### src/rtl/high_score_reader.sv
// rtl/high_score_reader.sv - scans the score RAM for the highest score and presents it as BCD digits
//
// Ports:
//   clk, rst          system clock, asynchronous active-high reset
//   start             one-cycle pulse from the shaped high-score button
//   ram_gnt           access controller grants the shared RAM port to this block
//   ram_rdata         RAM read data, valid READ_LAT cycles after ram_addr
//   ram_req           request for the RAM port (held through REQ/SCAN/DRAIN)
//   ram_addr          RAM read address, 0 whenever ram_req is low or no read is issued
//   busy              high in every state except IDLE
//   done              one-cycle pulse coincident with the first cycle of an updated result
//   hs_valid          result registers hold a completed scan
//   hs_addr           slot holding the maximum score (lowest slot on ties)
//   hs_hund/tens/ones BCD digits of the maximum score
//
// Build option: define HS_LEADING_BLANK_EN to load leading-zero hundreds/tens digits
// as 4'hF, the blank code understood by the seven-segment driver.

module high_score_reader #(
    parameter int ADDR_W   = 3,
    parameter int DEPTH    = 8,
    parameter int DATA_W   = 8,
    parameter int READ_LAT = 1
) (
    input  logic              clk,
    input  logic              rst,
    input  logic              start,
    input  logic              ram_gnt,
    input  logic [DATA_W-1:0] ram_rdata,
    output logic              ram_req,
    output logic [ADDR_W-1:0] ram_addr,
    output logic              busy,
    output logic              done,
    output logic              hs_valid,
    output logic [ADDR_W-1:0] hs_addr,
    output logic [3:0]        hs_hund,
    output logic [3:0]        hs_tens,
    output logic [3:0]        hs_ones
);

    localparam int BCD_W     = 12;
    localparam int STEP_MAX  = (DATA_W > READ_LAT) ? DATA_W : READ_LAT;
    localparam int STEP_W    = $clog2(STEP_MAX + 1);
    localparam logic [ADDR_W-1:0] LAST_ADDR = ADDR_W'(DEPTH - 1);

    typedef enum logic [2:0] {
        S_IDLE,
        S_REQ,
        S_SCAN,
        S_DRAIN,
        S_CONV,
        S_DONE
    } state_t;

    state_t state, state_next;

    logic [ADDR_W-1:0]       addr_cnt;
    logic [STEP_W-1:0]       step_cnt;
    logic [READ_LAT-1:0]     vld_sr;
    logic [ADDR_W-1:0]       tag_sr [READ_LAT];
    logic [DATA_W-1:0]       max_val;
    logic [ADDR_W-1:0]       max_addr;
    // Double-dabble working register: BCD digits above the binary operand.
    logic [BCD_W+DATA_W-1:0] dd_sr;
    logic [BCD_W+DATA_W-1:0] dd_adj;

    logic scanning;
    logic abort;
    logic issue;
    logic cmp_hit;

    logic [3:0] raw_hund, raw_tens, raw_ones;
    logic [3:0] disp_hund, disp_tens;

    function automatic logic [BCD_W-1:0] add3(input logic [BCD_W-1:0] b);
        logic [BCD_W-1:0] r;
        r = b;
        for (int d = 0; d < BCD_W / 4; d++) begin
            if (r[d*4 +: 4] >= 4'd5) begin
                r[d*4 +: 4] = r[d*4 +: 4] + 4'd3;
            end
        end
        return r;
    endfunction

    assign scanning = (state == S_SCAN) || (state == S_DRAIN);
    // Losing the grant mid-scan invalidates everything gathered so far.
    assign abort    = scanning && !ram_gnt;
    assign issue    = (state == S_SCAN) && ram_gnt;
    // Strict greater-than keeps the lowest address on ties.
    assign cmp_hit  = scanning && ram_gnt && vld_sr[READ_LAT-1] && (ram_rdata > max_val);
    assign busy     = (state != S_IDLE);

    assign dd_adj   = {add3(dd_sr[DATA_W +: BCD_W]), dd_sr[DATA_W-1:0]};

    assign raw_hund = dd_sr[DATA_W+8 +: 4];
    assign raw_tens = dd_sr[DATA_W+4 +: 4];
    assign raw_ones = dd_sr[DATA_W   +: 4];

`ifdef HS_LEADING_BLANK_EN
    always_comb begin
        disp_hund = raw_hund;
        disp_tens = raw_tens;
        if (raw_hund == 4'd0) begin
            disp_hund = 4'hF;
            if (raw_tens == 4'd0) begin
                disp_tens = 4'hF;
            end
        end
    end
`else
    assign disp_hund = raw_hund;
    assign disp_tens = raw_tens;
`endif

    always_ff @(posedge clk or posedge rst) begin
        if (rst) begin
            state <= S_IDLE;
        end else begin
            state <= state_next;
        end
    end

    always_comb begin
        state_next = state;
        ram_req    = 1'b0;
        ram_addr   = '0;
        case (state)
            S_IDLE: begin
                if (start) begin
                    state_next = S_REQ;
                end
            end
            S_REQ: begin
                ram_req = 1'b1;
                if (ram_gnt) begin
                    state_next = S_SCAN;
                end
            end
            S_SCAN: begin
                ram_req  = 1'b1;
                ram_addr = addr_cnt;
                if (!ram_gnt) begin
                    state_next = S_REQ;
                end else if (addr_cnt == LAST_ADDR) begin
                    state_next = S_DRAIN;
                end
            end
            S_DRAIN: begin
                ram_req = 1'b1;
                if (!ram_gnt) begin
                    state_next = S_REQ;
                end else if (step_cnt == STEP_W'(READ_LAT - 1)) begin
                    state_next = S_CONV;
                end
            end
            S_CONV: begin
                if (step_cnt == STEP_W'(DATA_W - 1)) begin
                    state_next = S_DONE;
                end
            end
            S_DONE: begin
                state_next = S_IDLE;
            end
            default: begin
                state_next = S_IDLE;
            end
        endcase
    end

    always_ff @(posedge clk or posedge rst) begin
        if (rst) begin
            addr_cnt <= '0;
            step_cnt <= '0;
            vld_sr   <= '0;
            for (int i = 0; i < READ_LAT; i++) begin
                tag_sr[i] <= '0;
            end
            max_val  <= '0;
            max_addr <= '0;
            dd_sr    <= '0;
            done     <= 1'b0;
            hs_valid <= 1'b0;
            hs_addr  <= '0;
            hs_hund  <= '0;
            hs_tens  <= '0;
            hs_ones  <= '0;
        end else begin
            done <= (state == S_DONE);

            // Address counter: restart at 0 on every entry into SCAN.
            if (state == S_REQ) begin
                addr_cnt <= '0;
            end else if (issue) begin
                addr_cnt <= addr_cnt + ADDR_W'(1);
            end

            // Step counter times DRAIN and CONV; it restarts on every state change.
            if (state_next != state) begin
                step_cnt <= '0;
            end else if ((state == S_DRAIN) || (state == S_CONV)) begin
                step_cnt <= step_cnt + STEP_W'(1);
            end

            // Read-latency tag pipeline: each issued address travels with its valid bit.
            vld_sr[0] <= issue;
            tag_sr[0] <= addr_cnt;
            for (int i = 1; i < READ_LAT; i++) begin
                vld_sr[i] <= vld_sr[i-1];
                tag_sr[i] <= tag_sr[i-1];
            end

            if (cmp_hit) begin
                max_val  <= ram_rdata;
                max_addr <= tag_sr[READ_LAT-1];
            end

            if (abort || ((state == S_IDLE) && start)) begin
                vld_sr   <= '0;
                max_val  <= '0;
                max_addr <= '0;
            end

            // The final compare lands on the DRAIN->CONV edge, so seed from the
            // post-compare maximum.
            if ((state == S_DRAIN) && (state_next == S_CONV)) begin
                dd_sr <= {{BCD_W{1'b0}}, (cmp_hit ? ram_rdata : max_val)};
            end else if (state == S_CONV) begin
                dd_sr <= dd_adj << 1;
            end

            if (state == S_DONE) begin
                hs_valid <= 1'b1;
                hs_addr  <= max_addr;
                hs_hund  <= disp_hund;
                hs_tens  <= disp_tens;
                hs_ones  <= raw_ones;
            end
        end
    end

endmodule

### config.mk
export PLATFORM = sky130hd
export DESIGN_NAME = high_score_reader
export DESIGN_NICKNAME = d
export VERILOG_FILES = /design/src/rtl/high_score_reader.sv
export SDC_FILE = /design/constraint.sdc
export NUM_CORES = 1
export LEC_CHECK = 0
export ABC_CLOCK_PERIOD_IN_PS = 2200
export CORE_ASPECT_RATIO = 1.75
export CORE_MARGIN = 5
export CORE_UTILIZATION = 56
export CTS_CLUSTER_DIAMETER = 120
export DETAILED_ROUTE_END_ITERATION = 6
export HOLD_SLACK_MARGIN = 0.08
export PLACE_DENSITY = 0.75
export REMOVE_ABC_BUFFERS = 1
export SLEW_MARGIN = 20
export SYNTH_ARGS = -nofsm -noshare
export SYNTH_HDL_FRONTEND = slang
export SYNTH_SLANG_ARGS = --single-unit
export TNS_END_PERCENT = 50
### constraint.sdc
create_clock -name clk -period 2.2 [get_ports clk]
set_input_delay 0.33 -clock clk [delete_from_list [all_inputs] [get_ports clk]]
set_output_delay 0.33 -clock clk [all_outputs]
set_load 0.03 [all_outputs]
==> results.sh, run 1 <==
export IMPL_die_area_um2=7170
export IMPL_max_slew_margin_pct=73.6
export IMPL_cp_max_fo=4
export IMPL_antenna_cells=0
export IMPL_cts_buffer_depth=2
export IMPL_finalSetupTns_ns=0
export IMPL_period_needed_ns=2.00
export IMPL_ios=34
export IMPL_cts_resized=5
export IMPL_required_ns=2.42
export IMPL_path_cells="clkdlybuf4s50_1 -> ha_1 -> nand4_1 -> buf_4 -> o32ai_4 -> buf_4 -> mux2i_1 -> a21oi_1"
export IMPL_antenna_found_initial=0
export IMPL_std_cell_rows=35
export IMPL_slowest_delay_ns=0.44
export IMPL_clk_pin_slew_ns=0.07
export IMPL_cp_common_cell="buf_4"
export IMPL_grt_pass1_wl_um=10800
export IMPL_ys_seq_area_share_pct=50.2
export IMPL_finalCritPeriodShare_pct=91.0
export IMPL_h_tree_depth=3
export IMPL_drtIter0Drc=175
export IMPL_max_vdd_ir_drop_uv=958
export IMPL_skew_ns=0.00832
export IMPL_maxSlewViolCount=0
export IMPL_cts_buffers=9
export IMPL_vias=2367
export IMPL_fmax_ghz=0.500
export IMPL_synth_area_per_cell_um2=10.1
export IMPL_layout_nets=386
export IMPL_grt_util_all_layers_pct=19.5
export IMPL_start_util_pct=57.9
export IMPL_path_buf_inv=3
export IMPL_power_density_nw_per_um2=1270
export IMPL_final_cell_mix="61 x dfrtp_1, 36 x nand2_1, 28 x clkdlybuf4s50_1"
export IMPL_clock_sinks=62
export IMPL_setup_viol=0
export IMPL_crit_path_end_kind="flop"
export IMPL_die_h_um=108
export IMPL_reg2reg_slack_ns=0.25
export IMPL_worst_r2r_startpoint="max_val[7]$_DFF_PP0_"
export IMPL_hold_ws_ns=0.363
export IMPL_dr_pass1_iters=4
export IMPL_maxCapViolations=0
export IMPL_p_total_w=0.00487
export IMPL_nFillCells=422
export IMPL_worst_pin_slew_ns=0.397
export IMPL_gr_total_overflow=0
export IMPL_tritoncts="done"
export IMPL_hold_class="input port to asynchronous set/reset pin"
export IMPL_rsz0062_at_grt="no"
export IMPL_yosys_warnings=0
export IMPL_finalHoldViolCount=0
export IMPL_clock_latency_ns=0.34
export IMPL_final_core_util_pct=71.6
export IMPL_postCtsSetupBuffers=0
export IMPL_drive_above_1_share_pct=13.3
export IMPL_vias_per_cell=5.44
export IMPL_grt_pass1_vias=2379
export IMPL_place_gp_congestion=0.798
export IMPL_rr_worst_depth=8
export IMPL_synth_cells=307
export IMPL_clockRootBuffer="clkbuf_8"
export IMPL_leakage_nw=1.78
export IMPL_grt_max_degree=63
export IMPL_io_buffer_count=33
export IMPL_final_common_cell="dfrtp_1"
export IMPL_r2r_end="dd_sr[5]$_DFFE_PP0P_"
export IMPL_cp_slowest_cell="clkdlybuf4s50_1"
export IMPL_run_status="completed"
export IMPL_post_dp_hpwl_um=4470
export IMPL_pre_cts_ws_ns=-0.222
export IMPL_path_class="input port to flop"
export IMPL_drc_errors=0
export IMPL_synth_distinct_cells=38
export IMPL_fp_dieW_um=66.2
export IMPL_cts_hold_buf=0
export IMPL_ys_ff_latch=62
export IMPL_startpoint_type="input port"
export IMPL_core_um2=5340
export IMPL_setup_ws_ns=0.198
export IMPL_drt_total_wl_um=6210
export IMPL_ant_nets=0
export IMPL_area_delta_synth_final_pct=23.7
export IMPL_wl_per_cell_um=14.3
export IMPL_cp_top_family="buffers and inverters"
export IMPL_synthesis_area_um2=3090
export IMPL_worst_ep_arrival_time_ns=2.22
## worst register-to-register path, stage by stage, from the launching register on
cell and delay [ns]:
dfrtp_1 0.36, inv_1 0.05, ha_1 0.31, nand4_1 0.13, buf_4 0.16, o32ai_4 0.29, buf_4 0.20, mux2i_1 0.23
a21oi_1 0.10
## synthesized netlist by cell type
library cell	count	area, um2
clkbuf_1	9	33.8
nand2_2	1	6.26
xnor2_1	4	35.0
o31ai_1	8	60.1
o32ai_4	1	27.5
a41o_1	1	10.0
mux2_2	6	67.6
o211a_1	1	10.0
a21oi_1	20	100
o22ai_1	1	6.26
and4b_1	2	20.0
a31oi_1	2	12.5
nand4b_1	1	8.76
a32o_1	5	50.1
nand3_1	10	50.1
inv_1	22	82.6
xor2_1	4	35.0
or3_1	1	6.26
nand2b_1	6	37.5
nor2_1	18	67.6
nand3b_1	4	30.0
ha_1	18	225
and3b_1	1	8.76
buf_6	1	11.3
a211oi_1	1	7.51
mux2i_1	8	80.1
a22o_1	3	26.3
or3b_2	1	8.76
or2b_1	1	7.51
buf_2	5	25.0
and3_1	10	62.6
dfrtp_1	62	1550
a21o_1	2	15.0
or2_2	2	12.5
nand2_1	36	135
nor3b_1	4	30.0
nand4_1	3	18.8
o21ai_0	22	110
## power breakdown
part,switching (W),internal (W)
sequential,0.000265,0.00148
clock,0.000434,0.000666
combinational,0.00114,0.000879
## final cells by class
cell class / count / area (um2) / share of cell area, %
well taps: 74 / 92.6 / 2.42
repair buffers: 53 / 490 / 12.8
clock inverters: 4 / 70.1 / 1.83
multi-input cells: 208 / 1390 / 36.4
inverters: 22 / 82.6 / 2.16
clock buffers: 12 / 145 / 3.79
flip-flops and latches: 62 / 1550 / 40.6
## state kept, by name, summed over array words and instances (netlist names)
register / flops
dd_sr: 20
max_val: 8
hs_hund: 4
hs_ones: 4
hs_tens: 4
step_cnt: 4
addr_cnt: 3
hs_addr: 3
max_addr: 3
state: 3
tag_sr: 3
done: 1
hs_valid: 1
vld_sr: 1
## worst max-delay path by stage
stage	slack (ns)	endpoint	depth (start not counted)	start
5_1_grt	0.006	dd_sr[5]$_DFFE_PP0P_	9	ram_rdata[0]
3_5_place_dp	-0.22	dd_sr[5]$_DFFE_PP0P_	8	ram_rdata[1]
6_report	0.20	dd_sr[5]$_DFFE_PP0P_	8	ram_rdata[7]
2_1_floorplan	0.1	step_cnt[0]$_DFFE_PP0P_	5	state[1]$_DFF_PP0_
3_3_place_gp	-0.17	dd_sr[5]$_DFFE_PP0P_	8	ram_rdata[1]
4_1_cts	0.06	ram_req	4	state[0]$_DFF_PP0_
## cell families after synthesis
group | count (synthesis) | synth area share [%]
multiplexers | 14 | 4.77
XOR/XNOR | 8 | 2.27
AO/OA/AOI/OAI | 67 | 14.1
AND/OR/NAND/NOR | 101 | 16.5
buffers and inverters | 37 | 4.94
adder cells (fa/ha/maj) | 18 | 7.28
flip-flops | 62 | 50.2
## routing by layer
layer	part of all wire, %	wire length (um)	GRT usage (%)	vias to the layer above
li1	-	-	-	1158
met1	41	2550	22.3	1165
met2	54	3360	35.2	35
met3	3.1	190	4.16	9
met4	1.6	101	6.54	0
met5	0	0	0	-
## metrics by stage
step	instance area, um2	std cells
after floorplan	3020	292
after global placement	3610	419
after detailed placement	3610	419
after CTS	3820	435
after global routing	3830	435
final	3830	435
Power figures use the tool's default switching activity.
==> inputs of run 2 (changes only) <==
CORE_MARGIN = 1.5   (was 5)
==> results.sh, run 2 (same netlist as run 1, synthesis figures left out) <==
export IMPL_hold_class="input port to asynchronous set/reset pin"
export IMPL_cp_common_cell="buf_4"
export IMPL_std_cell_rows=35
export IMPL_antenna_cells=0
export IMPL_ant_nets=0
export IMPL_final_common_cell="dfrtp_1"
export IMPL_clk_pin_slew_ns=0.06
export IMPL_nFillCells=442
export IMPL_required_ns=2.41
export IMPL_setup_ws_ns=0.113
export IMPL_postCtsSetupBuffers=0
export IMPL_wl_per_cell_um=13.6
export IMPL_max_slew_margin_pct=75.9
export IMPL_fp_dieW_um=59.2
export IMPL_post_dp_hpwl_um=4300
export IMPL_largest_register_ffs=20
export IMPL_setup_viol=0
export IMPL_regMostFlops="dd_sr"
export IMPL_area_delta_synth_final_pct=24.0
export IMPL_cp_slowest_cell="clkdlybuf4s50_1"
export IMPL_cts_buffer_depth=2
export IMPL_period_needed_ns=2.09
export IMPL_finalHoldViolCount=0
export IMPL_reg_largest_list="dd_sr (20), max_val (8)"
export IMPL_cp_max_fo=4
export IMPL_worst_pin_slew_ns=0.361
export IMPL_grt_pass1_wl_um=9930
export IMPL_drt_total_wl_um=5950
export IMPL_path_class="input port to flop"
export IMPL_io_buffer_count=33
export IMPL_skew_ns=0.00517
export IMPL_drtIter0Drc=59
export IMPL_tritoncts="done"
export IMPL_ios=34
export IMPL_gr_total_overflow=0
export IMPL_clock_sinks=62
export IMPL_power_density_nw_per_um2=1230
export IMPL_vias=2403
export IMPL_cp_top_family="buffers and inverters"
export IMPL_rsz0062_at_grt="no"
export IMPL_leakage_nw=1.78
export IMPL_dp_cells=422
export IMPL_max_vdd_ir_drop_uv=889
export IMPL_path_buf_inv=3
export IMPL_path_cells="clkdlybuf4s50_1 -> ha_1 -> nand4_1 -> buf_4 -> o32ai_4 -> buf_4 -> mux2i_1 -> a21oi_1"
export IMPL_maxSlewViolCount=0
export IMPL_antenna_found_initial=0
export IMPL_core_um2=5300
export IMPL_hold_ws_ns=0.378
export IMPL_final_cell_mix="62 x dfrtp_1, 36 x nand2_1, 28 x clkdlybuf4s50_1"
export IMPL_clock_latency_ns=0.33
export IMPL_grt_util_all_layers_pct=22.2
export IMPL_startpoint_type="input port"
export IMPL_start_util_pct=58.4
export IMPL_place_gp_congestion=0.822
export IMPL_h_tree_depth=3
export IMPL_crit_path_end_kind="flop"
export IMPL_finalCritPeriodShare_pct=94.9
export IMPL_vias_per_cell=5.50
export IMPL_clockRootBuffer="clkbuf_8"
export IMPL_run_status="completed"
export IMPL_layout_nets=389
export IMPL_cts_buffers=9
export IMPL_grt_pass1_vias=2316
export IMPL_pre_cts_ws_ns=-0.289
export IMPL_dr_pass1_iters=4
export IMPL_drc_errors=0
export IMPL_slowest_delay_ns=0.43
export IMPL_finalNonFillerCells=437
export IMPL_grt_max_degree=63
export IMPL_worst_ep_arrival_time_ns=2.30
export IMPL_maxCapViolations=0
export IMPL_drive_above_1_share_pct=14.0
export IMPL_die_h_um=101
export IMPL_die_area_um2=6000
export IMPL_fmax_ghz=0.479
export IMPL_cts_hold_buf=0
## run 2: stage by stage
stage	util, %	total power [W]	instance area [um2]	TNS (ns)
2_1_floorplan	-	0.00302	3020	0
3_3_place_gp	68.8	0.00374	3640	-3.01
3_5_place_dp	68.8	0.00380	3640	-4.34
4_1_cts	72.2	0.00474	3830	0
5_1_grt	72.4	0.00503	3830	0
6_report	72.4	0.00470	3830	0
## run 2: path summary, 6_finish.rpt
kind,start,to,slack [ns],cells after the start
setup / recovery,ram_rdata[7],dd_sr[7]$_DFFE_PP0P_,0.11,8
hold / removal,rst,hs_tens[3]$_DFFE_PP0P_,0.38,3
setup reg to reg,max_val[6]$_DFF_PP0_,dd_sr[7]$_DFFE_PP0P_,0.17,8
hold reg to reg,tag_sr[2]$_DFF_PP0_,max_addr[2]$_DFFE_PP0P_,0.45,2
max in group asynchronous,rst,state[0]$_DFF_PP0_,1.57,3
min in group clk,tag_sr[2]$_DFF_PP0_,max_addr[2]$_DFFE_PP0P_,0.45,2
## run 2: area by class of cell
cell class / instances / area [um2] / share of cell area (%)
Multi-Input combinational cell: 208 / 1400 / 36.4
Sequential cell: 62 / 1550 / 40.5
Tap cell: 74 / 92.6 / 2.41
Clock buffer: 11 / 141 / 3.69
Timing Repair Buffer: 56 / 522 / 13.6
Inverter: 22 / 82.6 / 2.15
Clock inverter: 4 / 47.5 / 1.24
## run 2: timing repair
| action | in CTS | in global routing |
|---|---|---|
| resized for setup | 5 | 3 |
| hold endpoints to repair | 0 | 0 |
| pin swaps | 0 | 0 |
| endpoints found under the setup margin | 5 | 9 |
| gates cloned | 0 | 0 |
## run 2: per-layer routing
| layer | vias to the layer above | wire (um) | GRT usage [%] |
|---|---|---|---|
| met3 | 11 | 151 | 6.13 |
| li1 | 1171 | - | - |
| met5 | - | 0 | 0 |
| met2 | 44 | 3280 | 38.8 |
| met1 | 1177 | 2360 | 23.7 |
| met4 | 0 | 145 | 11.2 |
## run 2: tightest hold or removal path, cell delays in order
cell and delay, ns:
clkdlybuf4s50_1 0.41, inv_2 0.07, buf_12 0.29
## run 2: power breakdown
group          total (W)  internal (W)  switching [W]
logic            0.00200      0.000863        0.00114
clock network   0.000952      0.000543       0.000409
registers        0.00175       0.00148       0.000267
==> inputs of run 3 (changes only) <==
ABC_CLOCK_PERIOD_IN_PS = default   (was 2200)
==> results of run 3 <==
No change in the layout: final DEF, timing and power equal those of run 2.
